`config.mk`:
```
export PLATFORM = sky130hd
export DESIGN_NAME = dmem_arbiter
export DESIGN_NICKNAME = d
export VERILOG_FILES = /design/src/rtl/dmem_arbiter.sv
export SDC_FILE = /design/constraint.sdc
export NUM_CORES = 1
export LEC_CHECK = 0
export ABC_AREA = 0
export CAP_MARGIN = 40
export CORE_AREA = 2 2 118 120
export CTS_CLUSTER_SIZE = 8
export DETAILED_ROUTE_END_ITERATION = 10
export DIE_AREA = 0 0 120 122
export PLACE_DENSITY_LB_ADDON = 0.1
export SLEW_MARGIN = 10
export SYNTH_ARGS = -nofsm -noshare
export SYNTH_HDL_FRONTEND = slang
export SYNTH_SLANG_ARGS = --single-unit
```
`constraint.sdc`:
```
create_clock -name clk -period 2 [get_ports clk]
set_clock_uncertainty 0.2 [all_clocks]
set_input_delay 0.2 -clock clk [delete_from_list [all_inputs] [get_ports clk]]
set_output_delay 0.2 -clock clk [all_outputs]
set_load 0.005 [all_outputs]
```
`src/rtl/dmem_arbiter.sv`:
```
// Shares the single data-memory port between the CPU MEM stage and an external requester.
// The CPU has priority; a starvation counter and a bounded locked burst give the external side guaranteed access.
module dmem_arbiter #(
  parameter int W          = 32,
  parameter int AW         = 32,
  parameter int MAX_STARVE = 4,
  parameter int MAX_BURST  = 4
) (
  input  logic                              clk,
  input  logic                              rst,
  input  logic                              cpu_mem_read,
  input  logic                              cpu_mem_write,
  input  logic [AW-1:0]                     cpu_addr,
  input  logic [W-1:0]                      cpu_wdata,
  output logic [W-1:0]                      cpu_rdata,
  output logic                              cpu_stall,
  input  logic                              ext_req,
  input  logic                              ext_we,
  input  logic                              ext_lock,
  input  logic [AW-1:0]                     ext_addr,
  input  logic [W-1:0]                      ext_wdata,
  output logic                              ext_gnt,
  output logic                              ext_rvalid,
  output logic [W-1:0]                      ext_rdata,
  output logic                              mem_read,
  output logic                              mem_write,
  output logic [AW-1:0]                     mem_addr,
  output logic [W-1:0]                      mem_wdata,
  input  logic [W-1:0]                      mem_rdata,
  output logic                              dbg_state,
  output logic [$clog2(MAX_STARVE+1)-1:0]   dbg_starve_cnt
);

  localparam int SW = $clog2(MAX_STARVE + 1);
  localparam int BW = $clog2(MAX_BURST + 1);

  typedef enum logic {ARB = 1'b0, BURST = 1'b1} state_e;

  state_e          state_q, state_d;
  logic [SW-1:0]   starve_cnt_q, starve_cnt_d;
  logic [BW-1:0]   burst_cnt_q, burst_cnt_d;
  logic            ext_rvalid_q, ext_rvalid_d;
  logic [W-1:0]    ext_rdata_q, ext_rdata_d;
  logic            cpu_act;

  // Handshake: ext_gnt is a same-cycle acknowledge; the access happens at the
  // edge ending a cycle with ext_gnt=1, and a granted read returns exactly one
  // ext_rvalid pulse in the following cycle with no back-pressure.
  always_comb begin
    cpu_act      = cpu_mem_read | cpu_mem_write;
    state_d      = state_q;
    starve_cnt_d = '0;
    burst_cnt_d  = burst_cnt_q;
    ext_rvalid_d = 1'b0;
    ext_rdata_d  = ext_rdata_q;
    ext_gnt      = 1'b0;

    if (state_q == ARB) begin
      ext_gnt = rst & ext_req & (~cpu_act | (starve_cnt_q == SW'(MAX_STARVE)));
      if (ext_gnt & ext_lock) begin
        state_d     = BURST;
        burst_cnt_d = BW'(1);
      end
      if (ext_req & ~ext_gnt)
        starve_cnt_d = (starve_cnt_q == SW'(MAX_STARVE)) ? starve_cnt_q : starve_cnt_q + SW'(1);
    end else begin
      ext_gnt = rst & ext_req & ext_lock & (burst_cnt_q < BW'(MAX_BURST));
      if (ext_gnt) begin
        burst_cnt_d = burst_cnt_q + BW'(1);
      end else begin
        state_d     = ARB;
        burst_cnt_d = '0;
      end
    end

    if (ext_gnt & ~ext_we) begin
      ext_rvalid_d = 1'b1;
      ext_rdata_d  = mem_rdata;
    end
  end

  always_comb begin
    mem_read  = 1'b0;
    mem_write = 1'b0;
    mem_addr  = '0;
    mem_wdata = '0;
    if (rst) begin
      if (ext_gnt) begin
        mem_read  = ext_req & ~ext_we;
        mem_write = ext_req & ext_we;
        mem_addr  = ext_addr;
        mem_wdata = ext_wdata;
      end else begin
        mem_read  = cpu_mem_read;
        mem_write = cpu_mem_write;
        mem_addr  = cpu_addr;
        mem_wdata = cpu_wdata;
      end
    end
  end

  always_ff @(posedge clk) begin
    if (!rst) begin
      state_q      <= ARB;
      starve_cnt_q <= '0;
      burst_cnt_q  <= '0;
      ext_rvalid_q <= 1'b0;
      ext_rdata_q  <= '0;
    end else begin
      state_q      <= state_d;
      starve_cnt_q <= starve_cnt_d;
      burst_cnt_q  <= burst_cnt_d;
      ext_rvalid_q <= ext_rvalid_d;
      ext_rdata_q  <= ext_rdata_d;
    end
  end

  assign cpu_rdata      = mem_rdata;
  assign cpu_stall      = cpu_act & ext_gnt;
  assign ext_rvalid     = ext_rvalid_q;
  assign ext_rdata      = ext_rdata_q;
  assign dbg_state      = state_q;
  assign dbg_starve_cnt = starve_cnt_q;

endmodule

```
# After elaboration in Yosys (flattened, before gate mapping)
# Cells that the tools add are included.
# W data, S select, Z words.
# totals
reg_bits	40
word_cells	44
# classes
add_sub_neg	2
magnitude_cmp	1
eq_ne	1
mux	16
bitwise	17
n_reduce_logical	2
# ops
operator	n
$mux W32	4
$and A1 B1 Y1	10
$mux W1	9
$mux W3	3
$add A3 B1 Y3 const B	2
$not A1 Y1	5
$eq A3 B3 Y1 const B	1
$lt A3 B3 Y1 const B	1
$reduce_or A3 Y1	1
$or A1 B1 Y1	2
$reduce_bool A2 Y1	1

# Depth between registers and ports, before layout
# logic_depth
ltp_word	8
ltp_mapped	7
mapped_depth_nobuf	5

# Worst setup path after synthesis
# No wires, ideal clock.
# synth_path
path_kind	register -> output
startpoint	reg starve_cnt_q[0] (netlist: dbg_starve_cnt[0])
endpoint	out mem_addr[0]
arrival_time_ps	1553
path_slack_ps	47
path_stages_with_launch	8
cell_sequence	dfxtp_1 > inv_1 > ha_1 > a2bb2oi_2 > a2bb2oi_4 > buf_6 > buf_8 > mux2i_1
# synth_between
elab_chain_len	6
# synth_rtl
element	line	source
start: declaration	40	logic [SW-1:0] starve_cnt_q, starve_cnt_d;
start signal: assignment	111	starve_cnt_q <= starve_cnt_d;
$eq A3 B3 Y1	59	ext_gnt = rst & ext_req & (~cpu_act | (starve_cnt_q == SW'(MAX_STARVE)));
$or A1 B1 Y1	59	
$and A1 B1 Y1	59	
$mux W1	58	if (state_q == ARB) begin
$mux W32	88	if (ext_gnt) begin
$mux W32	87	if (rst) begin
end: declaration	27	output logic [AW-1:0] mem_addr,
# Every way passes these cells.

# Worst setup path after layout
# layout_path
startpoint	reg starve_cnt_q[0] (netlist: dbg_starve_cnt[0])
endpoint	out mem_addr[16]
# Same word-level chain as after synthesis.

==> qor.txt <==
status: finished, violations left
violated checks: negative setup slack
Post-synth EDFFs: 0
first-pass iteration count of the detailed router: 4
number of global-route vias before repair: 3,980
Avg Inst Size Synth: 7.12 um^2
worst endpoint required time: 1.60 ns
Core Rows: 43
Max Clk Rate: 417 MHz
gpl congestion: 0.823
Tot Pwr: 2590 uW
total length of routed wires: 14,600 um
pre-CTS setup slack: -0.848 ns
Detail Placement HPWL: 10,700 um
setup TNS: -20.92 ns
DR vias: 3,983
Synth Area in XOR/XNOR: 0%
initial core utilization: 22.9%
Avg WL per Cell: 15.8 um
port bufs: 303
Boundary Pins: 304
final setup vio count: 89
Area Growth Syn to Fin: 117%
global route overflow: 0
share of layout cells above drive strength 1: 22.9%
simple-gate share of the synthesized area: 19.4%
Slew Limit Fails: 0
die height: 122 um
initial antenna violation count: 0
ranking of synthesized cells by area: dfxtp_1 (26%), mux2i_1 (21%), nand2_1 (16%)
Final WS setup: -0.399 ns
Max-Cap Viols: 0
Via density: 4.30
HP Class: in -> reg
All-Layer GR Usage: 18.6%
Die W: 120 um
clock sink count: 40
first-pass GRT wire length: 21,400 um
Cell variety after synth: 29
final hold violations: 0
crit path launch type: register
period utilization: 120%
Worst EP arrival: 2.00 ns
crit path time final: 2.40 ns
max_slew headroom: 57.5%
Cells after DPL: 881
fin cells: 927
CTS Hold Bufs: 0
Synth Flop Type: dfxtp_1
Iteration-0 DRC Markers: 100
critical setup path kind: reg -> out
crit-path max FO: 5
DRC: 0
largest area contributor in the netlist: dfxtp_1
RSZ-0062 raised after global routing: true
core area: 13,500 um^2
Compound-Gate Fraction of Synth Area: 9.67%
CTS clk-pin slew, worst paths: 0.06 ns
slew at the pin closest to its max-slew limit: 0.638 ns
DIE AREA: 14,600 um^2
final antenna diode count: 0
asr flop ratio synth: 0%
largest family of logic cells by synthesized area: buffers and inverters
FILL cells: 1,347
post-synth top area share: 25.9%
CTS max path bufs: 2
CP endpoint kind: output port
Cell Pwr Density: 385 nW/um^2
post-synthesis mux area share: 21.4%
VDD IR max: 301 uV
post-route ant nets: 0
#FFs+latches synth: 40
clk root buf: clkbuf_16
post-synth design cell area: 3090 um^2
Adder-Cell Fraction of Synth Area: 1.21%
syn_nets: 604
P_leak: 0.00350 uW
CTS tree: yes
largest net degree at the start of global routing: 63
Nets: 917
cell count after synthesis: 434
Seq/Total Area, Yosys: 25.9%
synth warn: 0
Clk Latency, worst-skew pair: 0.28 ns
H-tree depth: 2
CTS buffer count: 5
-- report_power, final --
part,internal [uW],switching (uW)
clock network,452,306
logic,641,354
registers,822,12.2
total,1910,672
-- stage by stage --
step / hold WS [ns] / util [%] / instance area (um^2)
5_1_grt: 0.232 / 49.7 / 6720
4_1_cts: 0.202 / 48.6 / 6570
3_5_place_dp: 0.258 / 45.5 / 6140
2_1_floorplan: 0.0910 / - / 3090
3_3_place_gp: 0.247 / 45.5 / 6140
6_report: 0.210 / 49.7 / 6720
-- cell usage after synthesis, types with 2 or more instances --
library cell and number:
a21oi_1 4, nand2_1 133, inv_1 69, o22ai_1 32, buf_2 5, mux2i_1 65, buf_4 36, nor2_1 7
ha_1 3, nor2b_1 2, clkbuf_1 14, o21ai_0 2, buf_8 5, nand3_1 3, dfxtp_1 40
-- cells in the final DEF (no fill, tap or decap), types with 6 or more instances in the layout --
master and n:
buf_12 12, buf_2 66, buf_4 34, buf_6 9, clkbuf_16 7, clkdlybuf4s50_1 233, dfxtp_1 37, inv_1 66
mux2i_1 58, nand2_1 133, nor2_1 6, o22ai_1 20, o22ai_2 12
-- cells by family (layout without fill, tap and decap cells) --
kind of cell,count (synthesis),after routing
buf+inv,130,443
flops,40,40
fa+ha+maj,3,3
simple gates,152,152
compound gates,43,43
mux,66,66
-- timing repair --
item	in CTS	in global routing
pin swaps	4	2
gates resized for setup	320	33
gates cloned	7	2
endpoints found under the setup margin	97	97
buffers inserted	26	14
-- sequential cells by signal (all words and copies together), names as in the netlist --
signal and count:
dbg_state 1, ext_rvalid 1, burst_cnt_q 3, ext_rdata 32
dbg_starve_cnt 3
-- final timing paths --
check	slack [ns]	cells past startpoint	startpoint	endpoint
worst max-delay path	-0.40	10	dbg_starve_cnt[0]$_SDFFE_PP0N_	mem_addr[16]
worst min-delay path	0.21	3	ext_req	ext_rvalid$_SDFF_PN0_
worst max register to register	-0.04	11	dbg_starve_cnt[0]$_SDFFE_PP0N_	ext_rdata[27]$_SDFFE_PN0P_
worst min register to register	0.26	2	ext_rdata[5]$_SDFFE_PN0P_	ext_rdata[5]$_SDFFE_PN0P_
-- layout make-up --
type	count	area (um^2)	share of cell area [%]
inverters	69	262	3.89
repair buffers	367	3530	52.6
well taps	180	225	3.35
clock buffers	5	125	1.86
flip-flops and latches	40	805	12.0
clock inverters	2	12.5	0.186
multi-input cells	264	1760	26.1
-- worst max-delay path: stages, from the launching register on --
cell and delay (ns):
dfxtp_2 0.33, inv_2 0.04, ha_4 0.16, a2bb2oi_4 0.18, a2bb2oi_4 0.17, buf_12 0.13, buf_12 0.12, buf_16 0.13
buf_12 0.11, mux2i_2 0.20, buf_2 0.14
-- layer usage --
metal | global-route usage [%] | part of all wire (%) | up-vias
met5 | 0 | 0 | -
met4 | 5.00 | 2.2 | 0
met3 | 5.52 | 8.1 | 20
met2 | 34.2 | 50 | 183
met1 | 20.9 | 39 | 1808
li1 | - | - | 1972
No activity file was read; power rests on OpenSTA's default activity.
==> RTL change 1: new RTL, same settings <==
Take the reset off `ext_rdata_q` and load it in a clocked block of its own.
--- a/src/rtl/dmem_arbiter.sv
+++ b/src/rtl/dmem_arbiter.sv
@@ -106,5 +106,4 @@
       burst_cnt_q  <= '0;
       ext_rvalid_q <= 1'b0;
-      ext_rdata_q  <= '0;
     end else begin
       state_q      <= state_d;
@@ -112,6 +111,9 @@
       burst_cnt_q  <= burst_cnt_d;
       ext_rvalid_q <= ext_rvalid_d;
-      ext_rdata_q  <= ext_rdata_d;
     end
+  end
+
+  always_ff @(posedge clk) begin
+    ext_rdata_q <= ext_rdata_d;
   end
 
Check against the original RTL: differs if rst is asserted again (counterexample within 4 cycles, from zero or initial values and one cycle with rst low); with rst held inactive, the same outputs for 10 cycles.
==> RTL change 1 against the original RTL <==
- the flow still finishes with violations (setup timing)
- routed wire length fell by 19%
- design area down 3.3%
- power grew 2.4%
- synthesized area decreased by 4.2%
- first-iteration DRC count down 1.0%
- sequential cell count did not move
- synthesized cell count fell by 26%
- hold slack got worse by 0.023 ns
- worst setup slack gained 0.022 ns
- register-to-register slack got worse by 0.18 ns
- sequential power increased by 9.6%
- critical path type unchanged
- largest cell class unchanged
- largest power group is now registers
==> RTL change 1: results (changes against the original RTL) <==
critical_path:
  r2r_slack_ns: -0.22  # -0.18 ns
place:
  post-place-cells: 772  # -12%
  postPlaceCellArea_um2: 5980  # -2.6%
  place_congestion: 0.779  # -5.3%
  dp_hpwl_mm: 8.88  # -17%
  place_ws_ns: -0.656  # +0.192 ns
power_and_ir_drop:
  power_density_nw_per_um2: 408  # +6.0%
  clkPwrFrac_pct: 33.6  # +4.3 points
  powerComb_uw: 846  # -15%
  total_leakage_power_nw: 3.39  # -3.3%
  ir_drop_v: 0.000299  # -0.71%
route:
  drtIter0Drc: 99  # -1.0%
synth:
  muxShareOfSynthArea_pct: 22.3  # +0.90 points
  synth_area_leaders: "edfxtp_1, mux2i_1, inv_1, nand2_1, buf_4"
  yosys.area_share.adder_pct: 1.27  # +0.053 points
  syn_nets: 490  # -19%
  synth_commonest_cells: "inv_1, nand2_1, mux2i_1, buf_4, edfxtp_1"
status:
  violations: "setup timing"
  status: "complete, but fails checks"
timing:
  setup_viol: 99  # +11%
  setup_slack_ns: -0.377  # +0.0217 ns
  tightestPinTransition_ns: 0.527  # -0.110 ns
global_route:
  grt_usage_pct: 15.4  # -3.3 points
  grt_pass1_wl_mm: 17.5  # -18%
clock_network:
  cts_resized: 288  # -10%
layout:
  finalNetCount: 811  # -12%
RTL change 1: cell families (layout without fill, tap and decap cells):
kind of cell	count (synthesis)	after routing
adders and majority gates	3	3
and+or+nand+nor	83	83
buffers and inverters	118	440
AOI/OAI and AO/OA	10	10
DFF	40	40
muxes	66	66
RTL change 1: cell type report:
cell class	count	area, um^2
clock buffers	5	125
fillers	1317	7010
inverters	69	259
multi-input cells	162	1190
clock inverters	3	42.5
well taps	180	225
repair buffers	363	3520
flip-flops and latches	40	1120
RTL change 1: final timing paths:
check / start / to / depth (start not counted)
worst max register to register: dbg_starve_cnt[1] / ext_rdata[15] / 11
worst max-delay path: dbg_starve_cnt[0] / mem_addr[27] / 10
worst min register to register: burst_cnt_q[0] / burst_cnt_q[0] / 2
worst min-delay path: rst / burst_cnt_q[0] / 3
RTL change 1: per-layer routing:
layer,vias up,global-route usage [%],share of wire (%)
met1,1460,16.0,36
met3,13,5.34,10
met2,167,29.3,53
li1,1617,-,-
met5,-,0,0
met4,0,3.68,1.4
==> RTL change 2: new RTL, same settings <==
Without the edit above. The parameter `W` goes from 32 to 16.
--- a/src/rtl/dmem_arbiter.sv
+++ b/src/rtl/dmem_arbiter.sv
@@ -2,5 +2,5 @@
 // The CPU has priority; a starvation counter and a bounded locked burst give the external side guaranteed access.
 module dmem_arbiter #(
-  parameter int W          = 32,
+  parameter int W          = 16,
   parameter int AW         = 32,
   parameter int MAX_STARVE = 4,
Ports: changed (6 resized); port bits go from 304 to 208. The function was not compared with the original's and may differ.
==> RTL change 2 against the original RTL <==
- the run still ends with setup timing left
- critical path type unchanged
- register-to-register slack better by 0.22 ns
- die area stayed put
- worst setup slack better by 0.094 ns
- via count is 34% lower
- routed wire length is 40% lower
- power is 33% lower
- hold slack better by 0.0016 ns
- first-iteration DRC count is 35% lower
- clock power is 24% lower
- sequential cell count is 16 lower
- critical path depth stayed put
- design area is 33% lower
- synthesized area is 33% lower
==> RTL change 2: results (changes against the original RTL) <==
global_route:
  grt.met2_usage_pct: 21.1  # -13 points
  grt_max_degree: 60  # -4.8%
  grt_pass1_wl_mm: 13.6  # -37%
  use_met3_pct: 3.93  # -1.6 points
  gr-usage-met1_pct: 13.2  # -7.7 points
  antenna_found_initial: 1  # +1
  grt_usage_pct: 11.5  # -7.1 points
  grt_pass1_vias: 2709  # -32%
route:
  via_per_inst: 3.80  # -12%
  wl_per_cell_um: 12.7  # -19%
  met1_length_mm: 3.46  # -40%
  drtIter0Drc: 65  # -35%
  route.met2.wl_mm: 4.49  # -39%
  wl_met3_um: 875  # -26%
power_and_ir_drop:
  total_leakage_power_nw: 2.42  # -31%
  combPwrFrac_pct: 38.0  # -0.5 points
  pg_clk_uw: 578  # -24%
  ir_drop_v: 0.000181  # -40%
clock_network:
  clock_latency_ns: 0.25  # -0.03 ns
  htreeDepth: 1  # -1
  cts_made_buffers: 3  # -2
  cts_resized: 226  # -29%
  cts_buffer_depth: 2  # unchanged
  post_cts_buffers: 15  # -42%
synth:
  synth-compound-area-share_pct: 9.68  # about the same
  syn_nets: 416  # -31%
  ys.flop_type: "dfxtp_1"
  synth_commonest_cells: "nand2_1, inv_1, mux2i_1, dfxtp_1, buf_4"
  muxShareOfSynthArea_pct: 24.0  # +2.6 points
  synth_area_leaders: "mux2i_1, dfxtp_1, nand2_1, inv_1, buf_4"
  synth_cell_types: 27  # -6.9%
  yosys.area_share.xor_xnor_pct: 0.421  # +0.42 points
  yosys.area_share.adder_pct: 1.80  # +0.59 points
critical_path:
  critPathArrivalTime_ns: 1.91  # -0.09 ns
  rr_worst_depth: 9  # -2
place:
  place_ws_ns: -0.837  # +0.0113 ns
  portBuffers: 207  # -32%
  dp_hpwl_mm: 7.04  # -34%
  place_congestion: 0.673  # -18%
timing:
  relSlewSlack_pct: 55.0  # -2.5 points
  fin_setup_tns_ns: -11.94  # +8.98 ns
  setup_slack_ns: -0.305  # +0.0937 ns
  setup_viol: 52  # -42%
layout:
  finalNetCount: 638  # -30%
  largest_reg_flops: 16  # -50%
  drive_gt1_share_pct: 22.1  # -0.76 points
status:
  violations: "setup timing"
  status: "complete, but fails checks"
worst_hold_path:
  hold_path_depth: 4  # +1
[RTL change 2: cell count changes after synthesis, moves of 3 or more]
cell	change
buf_8	-5
dfxtp_1	-16
buf_6	+6
buf_2	-3
buf_4	-19
clkbuf_1	-6
nand2_1	-49
mux2i_1	-15
inv_1	-15
o22ai_1	-16
[RTL change 2: final cells by class]
| cell class | count | area, um^2 |
|---|---|---|
| inverters | 54 | 203 |
| repair buffers | 251 | 2290 |
| fillers | 1428 | 8970 |
| clock buffers | 3 | 75.1 |
| diodes | 1 | 2.50 |
| flip-flops and latches | 24 | 484 |
| clock inverters | 1 | 30.0 |
| well taps | 180 | 225 |
| multi-input cells | 182 | 1220 |
[RTL change 2: metrics by stage]
stage | instance area (um^2) | cells | utilization [%] | total power [mW] | hold slack (ns)
6_report | 4530 | 696 | 33.5 | 1.74 | 0.212
5_1_grt | 4530 | 695 | 33.5 | 1.85 | 0.222
4_1_cts | 4490 | 687 | 33.3 | 1.77 | 0.203
3_5_place_dp | 4310 | 668 | 31.9 | 1.19 | 0.260
3_3_place_gp | 4310 | 668 | 31.9 | 1.20 | 0.254
2_1_floorplan | 2080 | 294 | - | 0.728 | 0.150
[RTL change 2: worst reg2reg max path, stage by stage (launching register included)]
cell	delay (ns)
dfxtp_2	0.33
inv_2	0.04
ha_4	0.16
a2bb2oi_4	0.18
a2bb2oi_4	0.17
buf_12	0.13
buf_12	0.10
buf_12	0.12
buf_4	0.19
o22ai_1	0.09
[RTL change 2: path summary, 6_finish.rpt]
path                startpoint            to  slack [ns]
min                        rst  ext_rdata[2]        0.21
min reg2reg       ext_rdata[8]  ext_rdata[8]        0.27
max reg2reg  dbg_starve_cnt[1]  ext_rdata[5]        0.18
max          dbg_starve_cnt[1]  mem_addr[10]       -0.31
